<file path="config.mk">
export PLATFORM = sky130hd
export DESIGN_NAME = memory_interface
export DESIGN_NICKNAME = d
export VERILOG_FILES = /design/src/rtl/cpu_pkg.sv /design/src/rtl/load_extend.sv /design/src/rtl/memory_interface.sv
export SDC_FILE = /design/constraint.sdc
export NUM_CORES = 1
export LEC_CHECK = 0
export ABC_AREA = 1
export ABC_CLOCK_PERIOD_IN_PS = 2200
export BUFFER_PORTS_ARGS = -buffer_cell sky130_fd_sc_hd__buf_4
export CAP_MARGIN = 10
export CORE_AREA = 2 2 111 166
export CTS_CLUSTER_SIZE = 12
export DETAILED_ROUTE_END_ITERATION = 7
export DIE_AREA = 0 0 113 168
export PLACE_DENSITY = 0.66
export SLEW_MARGIN = 20
export SYNTH_ARGS = -nofsm -noshare
export SYNTH_HDL_FRONTEND = slang
export SYNTH_SLANG_ARGS = --single-unit
export TNS_END_PERCENT = 10
</file>
<file path="constraint.sdc">
create_clock -name clock -period 2.2 [get_ports clock]
set_clock_uncertainty 0.2 [all_clocks]
set_input_delay 0.11 -clock clock [delete_from_list [all_inputs] [get_ports clock]]
set_output_delay 0.11 -clock clock [all_outputs]
set_load 0.03 [all_outputs]
</file>
<file path="src/rtl/cpu_pkg.sv">
// Shared definitions for the CPU load/store path.
//   - request size codes (byte / halfword / word / illegal)
//   - bit positions inside the 4-bit RAM control bus
//   - memory_interface FSM state encoding
package cpu_pkg;

  localparam logic [1:0] SizeByte = 2'b00;
  localparam logic [1:0] SizeHalf = 2'b01;
  localparam logic [1:0] SizeWord = 2'b10;
  localparam logic [1:0] SizeBad  = 2'b11;

  localparam int unsigned CtlWe       = 0;
  localparam int unsigned CtlByte     = 1;
  localparam int unsigned CtlHalf     = 2;
  localparam int unsigned CtlUnsigned = 3;

  typedef enum logic [2:0] {
    StIdle  = 3'd0,
    StLoad  = 3'd1,
    StFetch = 3'd2,
    StWrite = 3'd3,
    StResp  = 3'd4
  } state_e;

endpackage

</file>
<file path="src/rtl/load_extend.sv">
// Sign/zero extension of a right-aligned load result.
// Ports:
//   data_i        - raw data, sub-word values right-aligned at bit 0
//   size_i        - size code (cpu_pkg Size*)
//   is_unsigned_i - 1: zero-extend, 0: sign-extend (ignored for words)
//   result_o      - extended 32-bit value
module load_extend
  import cpu_pkg::*;
(
  input  logic [31:0] data_i,
  input  logic [1:0]  size_i,
  input  logic        is_unsigned_i,
  output logic [31:0] result_o
);

  always_comb begin
    result_o = data_i;
    case (size_i)
      SizeByte: result_o = {{24{~is_unsigned_i & data_i[7]}}, data_i[7:0]};
      SizeHalf: result_o = {{16{~is_unsigned_i & data_i[15]}}, data_i[15:0]};
      default:  result_o = data_i;
    endcase
  end

endmodule

</file>
<file path="src/rtl/memory_interface.sv">
// Load/store front end between the CPU datapath and a word-organised data RAM.
// One request at a time over valid/ready; alignment, size and range checked at
// acceptance. Sub-word stores do a read-modify-write; loads are extended.
// Ports:
//   clock, reset_n           - clock, async active-low reset
//   req_valid / req_ready    - request handshake (ready only in idle)
//   req_write, req_size,
//   req_unsigned,
//   req_address,
//   req_write_data           - request fields, latched at acceptance
//   resp_valid               - one-cycle response pulse
//   resp_error, resp_data    - response qualifiers
//   ram_control              - [0] we, [1] byte, [2] half, [3] unsigned
//   ram_address,
//   ram_write_data           - RAM address / write data
//   ram_read_data            - combinational RAM read data
module memory_interface
  import cpu_pkg::*;
#(
  parameter int unsigned RAM_WORDS     = 4096,
  parameter int unsigned ADDRESS_WIDTH = 32
) (
  input  logic                     clock,
  input  logic                     reset_n,
  input  logic                     req_valid,
  output logic                     req_ready,
  input  logic                     req_write,
  input  logic [1:0]               req_size,
  input  logic                     req_unsigned,
  input  logic [ADDRESS_WIDTH-1:0] req_address,
  input  logic [31:0]              req_write_data,
  output logic                     resp_valid,
  output logic                     resp_error,
  output logic [31:0]              resp_data,
  output logic [3:0]               ram_control,
  output logic [ADDRESS_WIDTH-1:0] ram_address,
  output logic [31:0]              ram_write_data,
  input  logic [31:0]              ram_read_data
);

  state_e                   state_q, state_d;
  logic                     unsigned_q, unsigned_d;
  logic [1:0]               size_q, size_d;
  logic [1:0]               offset_q, offset_d;
  logic [31:0]              data_q, data_d;
  logic                     err_q, err_d;
  logic [31:0]              resp_data_q, resp_data_d;
  logic [ADDRESS_WIDTH-1:0] ram_addr_q, ram_addr_d;
  logic [31:0]              ram_wdata_q, ram_wdata_d;

  logic                     req_err;
  logic [31:0]              ext_data;
  logic [31:0]              merged;

  // Checks are ordered by priority, but all of them lead to the same error response.
  always_comb begin
    req_err = 1'b0;
    if (req_size == SizeBad) begin
      req_err = 1'b1;
    end else if (req_size == SizeHalf && req_address[0]) begin
      req_err = 1'b1;
    end else if (req_size == SizeWord && req_address[1:0] != 2'b00) begin
      req_err = 1'b1;
    end else if ({2'b00, req_address[ADDRESS_WIDTH-1:2]} >= ADDRESS_WIDTH'(RAM_WORDS)) begin
      req_err = 1'b1;
    end
  end

  load_extend u_load_extend (
    .data_i        (ram_read_data),
    .size_i        (size_q),
    .is_unsigned_i (unsigned_q),
    .result_o      (ext_data)
  );

  // Lane merge of the fetched word with the store data.
  always_comb begin
    merged = ram_read_data;
    if (size_q == SizeByte) begin
      merged[{offset_q, 3'b000} +: 8] = data_q[7:0];
    end else if (offset_q[1]) begin
      merged[31:16] = data_q[15:0];
    end else begin
      merged[15:0] = data_q[15:0];
    end
  end

  always_comb begin
    state_d     = state_q;
    unsigned_d  = unsigned_q;
    size_d      = size_q;
    offset_d    = offset_q;
    data_d      = data_q;
    err_d       = err_q;
    resp_data_d = resp_data_q;
    ram_addr_d  = ram_addr_q;
    ram_wdata_d = ram_wdata_q;

    unique case (state_q)
      StIdle: begin
        if (req_valid) begin
          unsigned_d  = req_unsigned;
          size_d      = req_size;
          offset_d    = req_address[1:0];
          data_d      = req_write_data;
          err_d       = req_err;
          resp_data_d = '0;
          if (req_err) begin
            // RAM address is left untouched; no RAM access on errors.
            state_d = StResp;
          end else if (!req_write) begin
            ram_addr_d = req_address;
            state_d    = StLoad;
          end else begin
            ram_addr_d = {req_address[ADDRESS_WIDTH-1:2], 2'b00};
            if (req_size == SizeWord) begin
              ram_wdata_d = req_write_data;
              state_d     = StWrite;
            end else begin
              state_d = StFetch;
            end
          end
        end
      end
      StLoad: begin
        resp_data_d = ext_data;
        state_d     = StResp;
      end
      StFetch: begin
        ram_wdata_d = merged;
        state_d     = StWrite;
      end
      StWrite: state_d = StResp;
      StResp:  state_d = StIdle;
      default: state_d = StIdle;
    endcase
  end

  always_ff @(posedge clock or negedge reset_n) begin
    if (!reset_n) begin
      state_q     <= StIdle;
      unsigned_q  <= 1'b0;
      size_q      <= 2'b00;
      offset_q    <= 2'b00;
      data_q      <= '0;
      err_q       <= 1'b0;
      resp_data_q <= '0;
      ram_addr_q  <= '0;
      ram_wdata_q <= '0;
    end else begin
      state_q     <= state_d;
      unsigned_q  <= unsigned_d;
      size_q      <= size_d;
      offset_q    <= offset_d;
      data_q      <= data_d;
      err_q       <= err_d;
      resp_data_q <= resp_data_d;
      ram_addr_q  <= ram_addr_d;
      ram_wdata_q <= ram_wdata_d;
    end
  end

  // Control is decoded from the state register, so an async reset during WRITE
  // removes write_enable immediately.
  always_comb begin
    ram_control = 4'b0000;
    unique case (state_q)
      StLoad: begin
        ram_control[CtlByte]     = (size_q == SizeByte);
        ram_control[CtlHalf]     = (size_q == SizeHalf);
        ram_control[CtlUnsigned] = unsigned_q;
      end
      StWrite: ram_control[CtlWe] = 1'b1;
      default: ram_control = 4'b0000;
    endcase
  end

  assign req_ready      = (state_q == StIdle);
  assign resp_valid     = (state_q == StResp);
  assign resp_error     = resp_valid & err_q;
  assign resp_data      = resp_valid ? resp_data_q : 32'h0;
  assign ram_address    = ram_addr_q;
  assign ram_write_data = ram_wdata_q;

endmodule

</file>
==> results of run 1 <==
-- metal layers --
layer	vias up	share of wire, %
met5	-	0
met4	0	3.7
met3	55	5.2
met2	280	53
met1	3453	38
li1	3739	-
-- placed cells by master (no fill, tap or decap), types with 3 or more instances in the layout --
cell type      instances
dlygate4sd3_1         89
nand2_2                3
dfrtp_1              121
o21ai_0               26
nand2_1              396
ha_1                   4
clkbuf_16             17
inv_8                  4
inv_2                  6
nand3_1               83
buf_4                228
inv_6                  5
inv_1                127
nor2_2                 4
a21oi_1               38
nor2_1               142
o22ai_1               16
o21ai_1                7
-- critical path, stage by stage, from the launching register on --
cell	delay [ps]
dfrtp_1	410
inv_1	50
nand2_1	70
nor2_2	40
inv_2	160
buf_4	350
a21oi_1	120
dlygate4sd3_1	580
-- registers in the layout (all words and copies together), names as in the netlist --
signal	cells
data_q	16
err_q	1
offset_q	2
ram_address	32
ram_write_data	32
resp_data_q	32
size_q	2
state_q	3
unsigned_q	1
-- power breakdown --
group	leakage, nW	switching (mW)	total, mW	internal, mW
sequential	1.45	0.447	3.12	2.67
clock	0.283	1.19	2.80	1.60
combinational	3.76	3.04	4.63	1.60
total	5.50	4.68	10.5	5.87
-- through the flow --
step                hold WS, ps  cell area, um^2  total power [mW]  setup slack, ps
floorplan                  -386             6900              6.01             28.9
global placement           -212             8680              7.52              213
detailed placement         -212             8680              7.56              145
CTS                        90.0            10200              10.5             50.8
global route                119            10200              11.2            -22.1
finish                     88.3            10200              10.5             94.5
-- cells by family after synthesis --
kind of cell	after synthesis	share of synthesized area [%]
and+or+nand+nor	636	37.1
buffers and inverters	183	10.9
DFF	121	43.9
AOI/OAI and AO/OA	90	7.12
adders and majority gates	5	0.908
-- cell type report --
class | count | area [um^2]
fill | 1731 | 7550
multi-input combinational | 731 | 3120
sequential | 121 | 3030
timing repair buffer | 320 | 2650
inverter | 135 | 509
clock buffer | 17 | 425
tap | 217 | 272
clock inverter | 15 | 156
-- repair_timing --
item,4_1_cts,5_1_grt
hold endpoints to repair,223,0
setup endpoints to repair,0,29
hold buffers,89,0
gates resized for setup,0,7
-- how the worst min path moves through the flow --
stage / from / to / cells after the start
finish: reset_n / resp_data_q[26]$_DFFE_PN0P_ / 3
global route: reset_n / resp_data_q[26]$_DFFE_PN0P_ / 3
CTS: reset_n / ram_address[3]$_DFFE_PN0P_ / 3
detailed placement: reset_n / ram_write_data[21]$_DFFE_PN0P_ / 1
global placement: reset_n / ram_write_data[21]$_DFFE_PN0P_ / 1
floorplan: reset_n / data_q[0]$_DFFE_PN0P_ / 0
==> flow_summary.toml, run 1 <==
[outcome]
status = "finished, violations left"
violations = "design-rule violations"

[synth]
synthArstFlopShare_pct = 100
synth_area_leader_cell = "dfrtp_1"
ys.flop_type = "dfrtp_1"
synth_top_area_share_pct = 43.9
synth-edff-count = 0
syn_area_um2 = 6890
synth_cell_types = 30
ys_ff_latch = 121
synthCells = 1035
synthesis.nets = 1143
syn_area_per_cell_um2 = 6.66
ys.warnings.count = 0
synth_common_cells = "396 x nand2_1, 144 x nor2_1, 128 x inv_1"
yosysSeqAreaShare_pct = 43.9
yosysMostFrequentCell = "nand2_1"
synthTopCellsByArea = "dfrtp_1 44%, nand2_1 22%, nor2_1 7.8%"

[clock_network]
post_cts_buffers = 0
clock_latency_ps = 420
cts_max_level = 4
clk_pin_slew_worst_paths_ps = 60
tritoncts = "built"
numClockSinks = 121
cts_root_buf = "clkbuf_16"
clockBufferDepth = 2
numCtsBuffers = 17

[global_routing]
grt_pass1_vias = 7347
grt_most_used_layer = "met2"
globalRouteMet1Util_pct = 28.0
grt_max_degree = 59
gr-usage-all-layers_pct = 25.0
grt_util_met2_pct = 46.4
overflow = 0
antenna_found_initial = 0
grt_first_pass_wirelength_um = 36900
met3_usage_pct = 3.38

[sta]
rsz0062_at_grt = "true"
finalCriticalPeriod_ps = 2110
slew_headroom_pct = 59.4
tns_ps = 0
worst_pin_slew_ps = 607
final_max_slew_viol_count = 0
period_share_pct = 95.7
max_freq_ghz = 0.475
setup_viol = 0
finalHoldViolations = 0

[worst_setup_path]
critPathLaunchType = "flip-flop"
worst_ep_required_time_ps = 2300
r2r_start = "state_q[0]$_DFFE_PN0P_"
crit_end = "state_q[0]$_DFFE_PN0P_"
reg2reg_depth = 7
rrSetupSlack_ps = 90
startpoint = "state_q[0]$_DFFE_PN0P_"
critPathKind = "reg2reg"
r2r-end = "state_q[0]$_DFFE_PN0P_"
cp_max_fo = 29
cp-end-kind = "flip-flop"
worstPathArrival_ps = 2210

[finish]
antenna_cells = 0
post-route-util_pct = 57.4
nets = 1434
instances_no_fill = 1556
area_delta_synth_final_pct = 47.4
drive_gt1_share_pct = 21.3

[drt]
dr_total_vias = 7527
avgRoutedWirePerCell_um = 15.3
route.detailed.drc = 10
drt_iter0_drc = 523
dr.pass1.iters = 7
vias_per_cell = 4.84
ant_nets = 0
wl_um = 23900

[power_and_ir_drop]
vdd_drop_max_mv = 0.507
p_per_area_nw_per_um2 = 1040
p_leak_nw = 5.50

[placed_design]
dp_hpwl_um = 17100
dp_cells = 1435
io_buffer_count = 205
gp_congestion = 0.934

[floorplan]
fp.dieH_um = 168
die_width_um = 113
io_pins = 206
rows = 60
coreArea_um2 = 17700
dieArea_um2 = 19000
start_util_pct = 38.9

[flow_run]
maxCapViolCount = 0

[hold_path]
hold_class = "in2async"
Note: power is estimated with default switching activity, not from simulation.
==> run 2: changes to the inputs <==
Settings changed: PLACE_DENSITY 0.66 to not set, PLACE_DENSITY_LB_ADDON set to 0.08.
==> run 2 against run 1 <==
Net effect: flip-flop and latch count did not move; sequential share of layout area decreased by 0.37 points; wire length up 0.71%; the run still ends with design-rule violations left; global-route usage increased by 0.64 points; via count is 0.60% lower; critical endpoint is now ram_address[1]$_DFFE_PN0P_.
==> flow_summary.toml, run 2 (synthesis gave the netlist of run 1 again) <==
[clock_network]
cts_root_buf = "clkbuf_16"
tritoncts = "built"
numClockSinks = 121
cts_max_level = 4
clk_pin_slew_worst_paths_ps = 60
clockBufferDepth = 2
clock_latency_ps = 430
numCtsBuffers = 17

[floorplan]
coreArea_um2 = 17700
start_util_pct = 38.9
fp.dieH_um = 168
rows = 60
dieArea_um2 = 19000
die_width_um = 113
io_pins = 206

[worst_setup_path]
critPathKind = "reg2reg"
cp_top_family = "simple AND/OR/NAND/NOR gates"
path_cells = "nor2_2, nand2_2, nor2_4, nand4_4, dlygate4sd3_1, nand2_1, o21ai_0"
critPathBufInv = 1
worstPathArrival_ps = 2160
r2r_start = "state_q[1]$_DFFE_PN0P_"
slowest_delay_ps = 620
worst_ep_required_time_ps = 2310
critPathLaunchType = "flip-flop"
startpoint = "state_q[1]$_DFFE_PN0P_"
cp_max_fo = 5
slowest_stage = "dlygate4sd3_1"
cp-end-kind = "flip-flop"

[sta]
setup_viol = 0
finalCriticalPeriod_ps = 2050
worst_pin_slew_ps = 581
tns_ps = 0
whs_ps = 56.8
max_freq_ghz = 0.487
slew_headroom_pct = 61.2
worst_slack_ps = 146
finalHoldViolations = 0
rsz0062_at_grt = "false"
final_max_slew_viol_count = 0
period_share_pct = 93.4

[power_and_ir_drop]
p_leak_nw = 5.57
p_per_area_nw_per_um2 = 1060
p_total_mw = 10.9
vdd_drop_max_mv = 0.556

[finish]
multiInputGateArea_um2 = 3110
antenna_cells = 0
final_design_area_no_fill_um2 = 10300
nFillCells = 1721
drive_gt1_share_pct = 21.4
instances_no_fill = 1564
final_common_cell = "nand2_1"
final_cell_mix = "396 x nand2_1, 234 x buf_4, 143 x nor2_1"
nets = 1443
area_delta_synth_final_pct = 49.3
ff_latch_area_um2 = 3030
post-route-util_pct = 58.1

[outcome]
status = "finished, violations left"
violations = "design-rule violations"

[placed_design]
placed_cell_area_um2 = 8720
dp_cells = 1439
io_buffer_count = 205
place_ws_ps = 135
gp_congestion = 0.934
dp_hpwl_um = 16900

[drt]
avgRoutedWirePerCell_um = 15.4
drt_iter0_drc = 521
route.detailed.drc = 12
wl_um = 24000
dr_total_vias = 7482
vias_per_cell = 4.78
ant_nets = 0
dr.pass1.iters = 8

[global_routing]
overflow = 0
antenna_found_initial = 0
grt_max_degree = 72
gr-usage-all-layers_pct = 25.7
grt_pass1_vias = 7308
grt_first_pass_wirelength_um = 37800

[hold_path]
hold_class = "in2async"

[flow_run]
maxCapViolCount = 0
[run 2: cell count changes in the layout (fill, tap and decap cells not counted), moves of 2 or more]
cell / previous run / this run
buf_4: 228 / 234
dlygate4sd3_1: 89 / 91
bufinv_16: 1 / 4
inv_8: 4 / 1
inv_6: 5 / 7
[run 2: cell type report]
class / count / share of cell area [%]
Multi-Input combinational cell: 731 / 30.3
Sequential cell: 121 / 29.4
Timing Repair Buffer: 329 / 26.6
Inverter: 135 / 4.96
Clock buffer: 17 / 4.13
Tap cell: 217 / 2.64
Clock inverter: 14 / 2.03
[run 2: where the power goes]
group	switching, mW	leakage, nW	total, mW	internal (mW)
logic	3.04	3.81	4.67	1.63
registers	0.469	1.45	3.14	2.67
clock network	1.14	0.308	3.06	1.92
[run 2: path summary, 6_finish.rpt]
| check | to | slack, ps | cells past startpoint |
|---|---|---|---|
| worst max-delay path | ram_address[1]$_DFFE_PN0P_ | 150 | 7 |
| worst min-delay path | state_q[1]$_DFFE_PN0P_ | 60 | 3 |
| worst max register to register | ram_address[1]$_DFFE_PN0P_ | 150 | 7 |
| worst min register to register | ram_write_data[23]$_DFFE_PN0P_ | 270 | 2 |
| max in group asynchronous | size_q[0]$_DFFE_PN0P_ | 760 | 3 |
| min in group clock | state_q[1]$_DFFE_PN0P_ | 70 | 8 |
[run 2: timing repair]
item	CTS	global route
hold endpoints to repair	224	0
hold buffers	92	0
setup endpoints to repair	0	5
setup buffers	0	2
resized for setup	0	1
[run 2: routing by layer]
metal | track usage (%) | up-vias | part of all wire (%)
li1 | - | 3761 | -
met2 | 46.1 | 269 | 53
met4 | 9.65 | 0 | 2.6
met5 | 0 | - | 0
met3 | 4.39 | 40 | 5.9
met1 | 30.4 | 3412 | 39
[run 2: worst min-delay path, cell delays in order]
cell and delay (ps):
dlygate4sd3_1 520, buf_4 190, buf_4 180
